`src/rtl/serial_xs3_bcd_codec_pkg.sv`:
```
// Shared constants and code-validity helpers for the serial Excess-3 <-> BCD codec.
package cv_pkg;

    localparam logic       MODE_XS3_TO_BCD = 1'b0;
    localparam logic       MODE_BCD_TO_XS3 = 1'b1;
    localparam logic [3:0] XS3_OFFSET      = 4'd3;
    localparam int         BITS_PER_DIGIT  = 4;

    // Excess-3 digits encode 0..9 as 3..12.
    function automatic logic xs3_valid(input logic [3:0] code);
        return (code >= 4'd3) && (code <= 4'd12);
    endfunction

    function automatic logic bcd_valid(input logic [3:0] code);
        return code <= 4'd9;
    endfunction

endpackage

```
`src/rtl/serial_xs3_bcd_codec_addsub.sv`:
```
// One-bit serial add/subtract slice: adds (mode=1) or subtracts (mode=0) a constant bit k.
module serial_const_addsub
    import cv_pkg::*;
(
    input  logic x,
    input  logic k,
    input  logic c_in,
    input  logic mode,
    output logic z,
    output logic c_out
);

    always_comb begin
        z = x ^ k ^ c_in;
        // In subtract mode c_in/c_out carry a borrow rather than a carry.
        if (mode == MODE_BCD_TO_XS3) begin
            c_out = (x & k) | (x & c_in) | (k & c_in);
        end else begin
            c_out = (~x & k) | (~x & c_in) | (k & c_in);
        end
    end

endmodule

```
`src/rtl/serial_xs3_bcd_codec.sv`:
```
// Bit-serial Excess-3 <-> BCD converter with word framing; the per-digit
// code-validity check and sticky Err flag are built only when DIGIT_ERR_EN is defined.
module serial_xs3_bcd_codec
    import cv_pkg::*;
#(
    parameter int DIGITS = 4
) (
    input  logic Clk,
    input  logic Rst,
    input  logic X,
    input  logic Valid_in,
    input  logic Mode,
    output logic Z,
    output logic Valid_out,
    output logic Digit_done,
    output logic Word_done,
    output logic Err
);

    localparam int             DW         = (DIGITS > 1) ? $clog2(DIGITS) : 1;
    localparam logic [DW-1:0]  LAST_DIGIT = DW'(DIGITS - 1);
    localparam logic [1:0]     LAST_BIT   = 2'(BITS_PER_DIGIT - 1);

    logic [1:0]    bit_idx_q, bit_idx_d;
    logic [DW-1:0] digit_idx_q, digit_idx_d;
    logic          carry_q, carry_d;
    logic          mode_q, mode_d;

    logic          first_bit;
    logic          last_bit;
    logic          last_digit;
    logic          em;
    logic [3:0]    k_vec;
    logic          k_bit;
    logic          slice_z;
    logic          slice_c;

    assign first_bit  = (bit_idx_q == 2'd0) && (digit_idx_q == '0);
    assign last_bit   = (bit_idx_q == LAST_BIT);
    assign last_digit = (digit_idx_q == LAST_DIGIT);
    // The direction of a word is fixed by Mode on its very first bit.
    assign em         = first_bit ? Mode : mode_q;
    assign k_vec      = XS3_OFFSET;
    assign k_bit      = k_vec[bit_idx_q];

    serial_const_addsub u_slice (
        .x     (X),
        .k     (k_bit),
        .c_in  (carry_q),
        .mode  (em),
        .z     (slice_z),
        .c_out (slice_c)
    );

    assign Z          = Valid_in & slice_z;
    assign Valid_out  = Valid_in;
    assign Digit_done = Valid_in & last_bit;
    assign Word_done  = Valid_in & last_bit & last_digit;

    always_comb begin
        bit_idx_d   = bit_idx_q;
        digit_idx_d = digit_idx_q;
        carry_d     = carry_q;
        mode_d      = mode_q;
        if (Valid_in) begin
            bit_idx_d = bit_idx_q + 2'd1;
            // Each digit is converted mod 16: the carry out of bit 3 is dropped.
            carry_d   = last_bit ? 1'b0 : slice_c;
            if (first_bit) begin
                mode_d = Mode;
            end
            if (last_bit) begin
                digit_idx_d = last_digit ? '0 : digit_idx_q + DW'(1);
            end
        end
    end

    always_ff @(posedge Clk or posedge Rst) begin
        if (Rst) begin
            bit_idx_q   <= 2'd0;
            digit_idx_q <= '0;
            carry_q     <= 1'b0;
            mode_q      <= MODE_XS3_TO_BCD;
        end else begin
            bit_idx_q   <= bit_idx_d;
            digit_idx_q <= digit_idx_d;
            carry_q     <= carry_d;
            mode_q      <= mode_d;
        end
    end

`ifdef DIGIT_ERR_EN
    logic [2:0] shreg_q, shreg_d;
    logic       err_q, err_d;
    logic [3:0] code;
    logic       code_bad;

    // shreg fills from the top so that {X, shreg} is the digit MSB-first on bit 3.
    assign code     = {X, shreg_q};
    assign code_bad = (em == MODE_BCD_TO_XS3) ? !bcd_valid(code) : !xs3_valid(code);

    always_comb begin
        shreg_d = shreg_q;
        err_d   = err_q;
        if (Valid_in) begin
            shreg_d = {X, shreg_q[2:1]};
            if (first_bit) begin
                err_d = 1'b0;
            end
            if (last_bit && code_bad) begin
                err_d = 1'b1;
            end
        end
    end

    always_ff @(posedge Clk or posedge Rst) begin
        if (Rst) begin
            shreg_q <= 3'd0;
            err_q   <= 1'b0;
        end else begin
            shreg_q <= shreg_d;
            err_q   <= err_d;
        end
    end

    assign Err = err_q;
`else
    assign Err = 1'b0;
`endif

endmodule

```
`config.mk`:
```
export PLATFORM = sky130hd
export DESIGN_NAME = serial_xs3_bcd_codec
export DESIGN_NICKNAME = d
export VERILOG_FILES = /design/src/rtl/serial_xs3_bcd_codec_pkg.sv /design/src/rtl/serial_xs3_bcd_codec_addsub.sv /design/src/rtl/serial_xs3_bcd_codec.sv
export SDC_FILE = /design/constraint.sdc
export NUM_CORES = 1
export LEC_CHECK = 0
export BUFFER_PORTS_ARGS = -buffer_cell sky130_fd_sc_hd__buf_2
export CAP_MARGIN = 20
export CORE_AREA = 2 2 39 41
export DETAILED_ROUTE_END_ITERATION = 12
export DIE_AREA = 0 0 41 43
export GPL_TIMING_DRIVEN = 0
export SYNTH_ARGS = -nofsm -noshare
export SYNTH_HDL_FRONTEND = slang
export SYNTH_SLANG_ARGS = --single-unit
export TNS_END_PERCENT = 100
```
`constraint.sdc`:
```
create_clock -name Clk -period 1.75 [get_ports Clk]
set_clock_uncertainty 0.05 [all_clocks]
set_input_delay 0.4375 -clock Clk [delete_from_list [all_inputs] [get_ports Clk]]
set_output_delay 0.4375 -clock Clk [all_outputs]
set_load 0.01 [all_outputs]
```
==> flow_summary.json, run 1 <==
{
  "cp_data_required_time_ns": 1.26,
  "cp_cell_sequence": "inv_2 > ha_4 > xor2_1 > nor2_1 > buf_2",
  "timing.reg2reg.setup_slack_ns": 0.19,
  "ys_seq_elements": 6,
  "layout.nets": 70,
  "finalNonFillerCells": 73,
  "violated_checks": "setup timing",
  "share_clk_of_total_power_pct": 15.3,
  "min_path_type": "input port to asynchronous set/reset pin",
  "track_usage_pct": 10.9,
  "critPathSlowestCell": "sky130_fd_sc_hd__dfrtp_1",
  "yosys_warning_count": 0,
  "power-per-cell-area_nw_per_um2": 1490,
  "n_fill_cell": 138,
  "max_stage_delay_ns": 0.38,
  "grt_start_max_net_pins": 10,
  "multi_input_comb_area_um2": 249,
  "viasPerCell": 4.44,
  "post_synth_inst_count": 45,
  "top_signal_layer_used": "met3",
  "cts_tree": "yes",
  "cts_buffer_depth": 2,
  "routed-wl-met2_um": 365,
  "cp.arrival_ns": 1.26,
  "synth_cell_type_count": 20,
  "area_delta_synth_final_pct": 27.3,
  "antenna_violating_nets_post_route": 0,
  "syn_area_per_cell_um2": 9.56,
  "leakage_uw": 0.000293,
  "highest_fanout_seen_on_the_critical_path": 2,
  "cts_root_buffer": "sky130_fd_sc_hd__clkbuf_4",
  "number_of_max_slew_violations_in_the_final_report": 0,
  "drt_first_iter_violations": 4,
  "clock_insertion_delay_worst_skew_ns": 0.24,
  "finalHoldViolCount": 0,
  "buffer_ports.inserted": 7,
  "place_congestion": 0.711,
  "dieWidth_um": 41,
  "initial_utilization_pct": 31.1,
  "final_setup_violations": 1,
  "cts_htree_levels": 1,
  "floorplan.die_area_um2": 1760,
  "worst-setup-path-type": "flop to primary output",
  "floorplan.io_pins": 10,
  "worst_path_setup_slack_after_routing_ns": -0.000299,
  "drcViolationCount": 0,
  "internal_power_uw": 508,
  "fraction_of_final_layout_cells_sized_beyond_drive_strength_1_pct": 36.8,
  "fmaxAchievable_mhz": 571,
  "cts.clk_slew.worst_paths_ns": 0.05,
  "dieHeight_um": 43,
  "ir_worst_vdd_uv": 473,
  "comb_power_share_pct": 52.3,
  "synthesis.area_um2": 430,
  "syn_nets": 56,
  "critPathLaunchType": "flop",
  "switching_portion_of_total_power_pct": 37.9,
  "grt_setup_unrepaired": "yes",
  "post_cts_hold_buffer_count": 0,
  "run_status": "finished with violations",
  "dr_wl_met3_um": 41,
  "number_of_antenna_violations_at_the_first_check_in_global_routing": 0,
  "critPathCaptureType": "primary output",
  "synth-seq-area-share_pct": 34.9,
  "first_global_vias": 306,
  "grt_remaining_overflow": 0,
  "routed_wl_um": 744,
  "post-route-period-util_pct": 100,
  "dpl.cell_count": 68,
  "wire_length_of_the_first_global_routing_pass_um": 1200,
  "final-seq-area_um2": 150,
  "p_seq_share_pct": 32.3,
  "avgRoutedWirePerCell_um": 10.2,
  "clock_sinks": 6,
  "dp.final_hpwl_um": 554,
  "drt_pre_antenna_iters": 4,
  "max_cap_viol_count": 0,
  "number_of_cts_inserted_buffers": 3,
  "detailroute.via_count": 324,
  "hold_ws_ns": 0.0495,
  "num_antenna_cells": 0,
  "coreArea_um2": 1380,
  "power.net_switching_uw": 310,
  "post-route-min-period_ns": 1.75,
  "core.rowCount": 14,
  "met1Wirelength_um": 336
}
[placed cells by master, fill, tap and decap left out, drive strengths merged]
cell / count
xor2: 2
o21ai: 3
clkbuf: 3
ha: 6
or3: 1
and3: 1
nand2b: 1
dfrtp: 6
a221oi: 1
a21bo: 2
nand2: 3
inv: 8
conb: 1
nor2: 2
o41ai: 1
nand3: 2
buf: 12
and4b: 1
a31oi: 1
[flip-flops by register name, indices dropped and copies added, names as in the netlist]
signal / flops
bit_idx_q: 2
digit_idx_q: 2
carry_q: 1
mode_q: 1
[cells by family after synthesis]
logic type	share of synthesized area (%)
xor+xnor	4.07
buf+inv	13.1
flops	34.9
other cells	0.871
fa+ha+maj	17.4
compound gates	15.4
simple gates	14.2
[Yosys cell counts]
master,number,area share (%)
sky130_fd_sc_hd__inv_1,8,7.0
sky130_fd_sc_hd__dfrtp_1,6,35
sky130_fd_sc_hd__ha_1,6,17
sky130_fd_sc_hd__nand2_1,3,2.6
sky130_fd_sc_hd__o21ai_0,3,3.5
sky130_fd_sc_hd__buf_4,2,3.5
sky130_fd_sc_hd__nand3_1,2,2.3
sky130_fd_sc_hd__nor2_1,2,1.7
sky130_fd_sc_hd__xor2_1,2,4.1
sky130_fd_sc_hd__a21bo_1,1,2.3
sky130_fd_sc_hd__a21bo_2,1,2.3
sky130_fd_sc_hd__a221oi_1,1,2.0
sky130_fd_sc_hd__a31oi_1,1,1.5
sky130_fd_sc_hd__and3_1,1,1.5
sky130_fd_sc_hd__and4b_4,1,3.2
sky130_fd_sc_hd__buf_6,1,2.6
sky130_fd_sc_hd__conb_1,1,0.87
sky130_fd_sc_hd__nand2b_1,1,1.5
sky130_fd_sc_hd__o41ai_2,1,3.8
sky130_fd_sc_hd__or3_1,1,1.5
[path summary, 6_finish.rpt]
| kind | startpoint | to | cells after the start |
|---|---|---|---|
| worst max-delay path | bit_idx_q[1] | Z | 5 |
| worst min-delay path | Rst | bit_idx_q[0] | 2 |
| worst max register to register | bit_idx_q[1] | carry_q | 6 |
| worst min register to register | mode_q | mode_q | 2 |
| max in group asynchronous | Rst | digit_idx_q[1] | 2 |
| min in group Clk | Valid_in | bit_idx_q[0] | 2 |
[critical path, delay by kind of cell, from the launching register on]
kind	cells	cell delay [ns]
DFF	1	0.38
and+or+nand+nor	1	0.10
adders and majority gates	1	0.19
xor gates and xnor gates	1	0.14
buffers and inverters	2	0.22
[through the flow]
step / total power [uW] / area (um^2) / setup TNS, ns / utilization, % / setup WS (ns)
4_1_cts: 831 / 548 / -0.0340 / 39.6 / -0.0340
3_5_place_dp: 625 / 485 / 0 / 35.1 / 0.0304
3_3_place_gp: 613 / 485 / 0 / 35.1 / 0.0482
6_report: 819 / 548 / -0.000299 / 39.6 / -0.000299
5_1_grt: 901 / 548 / -0.145 / 39.6 / -0.0878
2_1_floorplan: 538 / 430 / 0 / - / 0.214
[power groups by stage]
stage          logic, uW  registers, uW  clock network (uW)
6_report             429            265                 126
5_1_grt              488            274                 139
4_1_cts              435            265                 132
3_5_place_dp         359            266                   0
3_3_place_gp         350            263                   0
2_1_floorplan        286            252                   0
[metal layers]
metal,track usage [%],vias up
met5,0,-
met2,16.6,7
met3,4.71,0
met4,8.00,0
li1,-,173
met1,11.1,144
[repair_timing]
| item | 4_1_cts | 5_1_grt |
|---|---|---|
| hold endpoints to repair | 0 | 0 |
| setup buffers | 2 | 0 |
| pin swaps | 1 | 1 |
| setup endpoints to repair | 1 | 3 |
| gates resized for setup | 4 | 0 |
[final cells by class]
cell class / count / area share [%]
well taps: 16 / 3.65
inverters: 8 / 5.48
multi-input cells: 28 / 45.4
plain buffers: 3 / 4.79
flip-flops and latches: 6 / 27.4
clock buffers: 3 / 4.11
repair buffers: 9 / 9.13
No activity file was read; power rests on OpenSTA's default activity.
==> inputs of run 2 (changes only) <==
--- a/config.mk
+++ b/config.mk
@@ -12,4 +12,5 @@
 export DIE_AREA = 0 0 41 43
 export GPL_TIMING_DRIVEN = 0
+export PLACE_DENSITY_LB_ADDON = 0.12
 export SYNTH_ARGS = -nofsm -noshare
 export SYNTH_HDL_FRONTEND = slang
--- a/constraint.sdc
+++ b/constraint.sdc
@@ -3,3 +3,3 @@
 set_input_delay 0.4375 -clock Clk [delete_from_list [all_inputs] [get_ports Clk]]
 set_output_delay 0.4375 -clock Clk [all_outputs]
-set_load 0.01 [all_outputs]
+set_load 0.05 [all_outputs]
==> run 2 against run 1 <==
The flow still finishes with violations (setup timing). Non-clock buffer count rose by 2. Count of clock-buffer cells in the layout is the same. Routed wire length increased by 2.0%. Via count up 0.31%. Combinational power up 36%. Cell area increased by 8.9%. Core utilization grew 3.5 points. Sequential share of layout area shrank 2.2 points. Worst setup slack worse by 0.058 ns. Critical path type unchanged. Highest routed layer is now met4.
==> flow_summary.json, run 2 (synthesized netlist as in run 1, its figures left out) <==
{
  "highest_fanout_seen_on_the_critical_path": 3,
  "grt_start_max_net_pins": 10,
  "worst-setup-path-type": "flop to primary output",
  "violated_checks": "setup timing",
  "fmaxAchievable_mhz": 553,
  "run_status": "finished with violations",
  "worst_path_setup_slack_after_routing_ns": -0.0582,
  "dieWidth_um": 41,
  "cp_data_required_time_ns": 1.26,
  "grt_setup_unrepaired": "yes",
  "power.total_uw": 985,
  "cts_tree": "yes",
  "critPathLaunchType": "flop",
  "buffer_ports.inserted": 7,
  "post-route-min-period_ns": 1.81,
  "detailroute.via_count": 325,
  "dp.final_hpwl_um": 557,
  "clock_insertion_delay_worst_skew_ns": 0.25,
  "multi_input_comb_area_um2": 264,
  "coreArea_um2": 1380,
  "floorplan.die_area_um2": 1760,
  "drt_first_iter_violations": 3,
  "viasPerCell": 4.33,
  "routed_wl_um": 759,
  "core.rowCount": 14,
  "final_setup_violations": 2,
  "cell_count_of_the_worst_reg_to_reg_path": 6,
  "layout.nets": 72,
  "post-route-period-util_pct": 103,
  "r2r-start": "bit_idx_q[1]",
  "ir_worst_vdd_uv": 643,
  "drcViolationCount": 0,
  "cts_htree_levels": 1,
  "cts_root_buffer": "sky130_fd_sc_hd__clkbuf_4",
  "most_frequent_cells_in_the_layout": "sky130_fd_sc_hd__inv_1, sky130_fd_sc_hd__buf_4, sky130_fd_sc_hd__dfrtp_1",
  "antenna_violating_nets_post_route": 0,
  "num_antenna_cells": 0,
  "track_usage_pct": 11.7,
  "area_delta_synth_final_pct": 38.7,
  "dieHeight_um": 43,
  "cts_buffer_depth": 2,
  "finalHoldViolCount": 0,
  "wire_length_of_the_first_global_routing_pass_um": 1320,
  "avgRoutedWirePerCell_um": 10.1,
  "leakage_uw": 0.000306,
  "postLayoutCoreUtil_pct": 43.1,
  "first_global_vias": 320,
  "reg.largest.list": "bit_idx_q x2, digit_idx_q x2",
  "critPathCaptureType": "primary output",
  "final-seq-area_um2": 150,
  "number_of_antenna_violations_at_the_first_check_in_global_routing": 0,
  "drt_pre_antenna_iters": 2,
  "min_path_type": "input port to asynchronous set/reset pin",
  "cts.clk_slew.worst_paths_ns": 0.05,
  "floorplan.io_pins": 10,
  "fraction_of_final_layout_cells_sized_beyond_drive_strength_1_pct": 44.1,
  "clock_sinks": 6,
  "timing.reg2reg.setup_slack_ns": 0.13,
  "grt_remaining_overflow": 0,
  "power-per-cell-area_nw_per_um2": 1650,
  "rr_endpoint": "carry_q",
  "number_of_cts_inserted_buffers": 3,
  "place_congestion": 0.728,
  "n_fill_cell": 148,
  "max_cap_viol_count": 0,
  "cp.arrival_ns": 1.32,
  "number_of_max_slew_violations_in_the_final_report": 0,
  "initial_utilization_pct": 31.1
}
-- run 2: cell types whose count changed in the layout (fill, tap and decap cells not counted), sizes merged --
cell,change
buf,+2
-- run 2: repair_timing --
item                       4_1_cts  5_1_grt
gates resized for setup         11        1
pin swaps                        0        0
hold buffers                     0        0
buffers inserted                 3        1
setup endpoints to repair        3        3
gates cloned                     0        0
-- run 2: per-layer routing --
layer	track usage (%)	part of all wire, %
met5	0	0
met4	10.0	1.1
met3	3.14	5.1
met2	15.0	45
met1	15.4	49
-- run 2: worst max-delay path, stage by stage (launching register included) --
cell and delay (ns):
sky130_fd_sc_hd__dfrtp_1 0.40, sky130_fd_sc_hd__inv_2 0.09, sky130_fd_sc_hd__ha_4 0.20, sky130_fd_sc_hd__xor2_2 0.15
sky130_fd_sc_hd__nor2_4 0.08, sky130_fd_sc_hd__buf_6 0.15
-- run 2: worst max path at each step --
stage                  from  endpoint  slack (ns)  cells past startpoint
2_1_floorplan             X         Z        0.08                      4
3_3_place_gp              X         Z       -0.11                      6
3_5_place_dp              X         Z       -0.12                      6
4_1_cts        bit_idx_q[1]         Z       -0.06                      5
5_1_grt        bit_idx_q[1]         Z       -0.11                      5
6_report       bit_idx_q[1]         Z       -0.06                      5
-- run 2: where the power goes --
group	switching (uW)	leakage, uW	internal, uW	total [uW]
clock	50.4	0.0000138	77.6	128
sequential	64.4	0.0000713	208	272
combinational	296	0.000220	289	585
-- run 2: final cells by class --
class                      count  share of cell area [%]
sequential                     6                    25.2
inverter                       8                    5.03
buffer                         3                    4.40
tap                           16                    3.35
timing repair buffer          11                    14.0
clock buffer                   3                    3.77
multi-input combinational     28                    44.2
-- run 2: metrics by stage --
step / setup slack [ns] / hold WS [ns] / TNS [ns] / cells / area, um^2
after floorplan: 0.0813 / 0.178 / 0 / 45 / 438
after global placement: -0.113 / 0.315 / -0.113 / 68 / 493
after detailed placement: -0.118 / 0.316 / -0.118 / 68 / 493
after CTS: -0.0645 / 0.0496 / -0.0821 / 74 / 589
after global routing: -0.113 / 0.0761 / -0.195 / 75 / 597
final: -0.0582 / 0.0484 / -0.0755 / 75 / 597
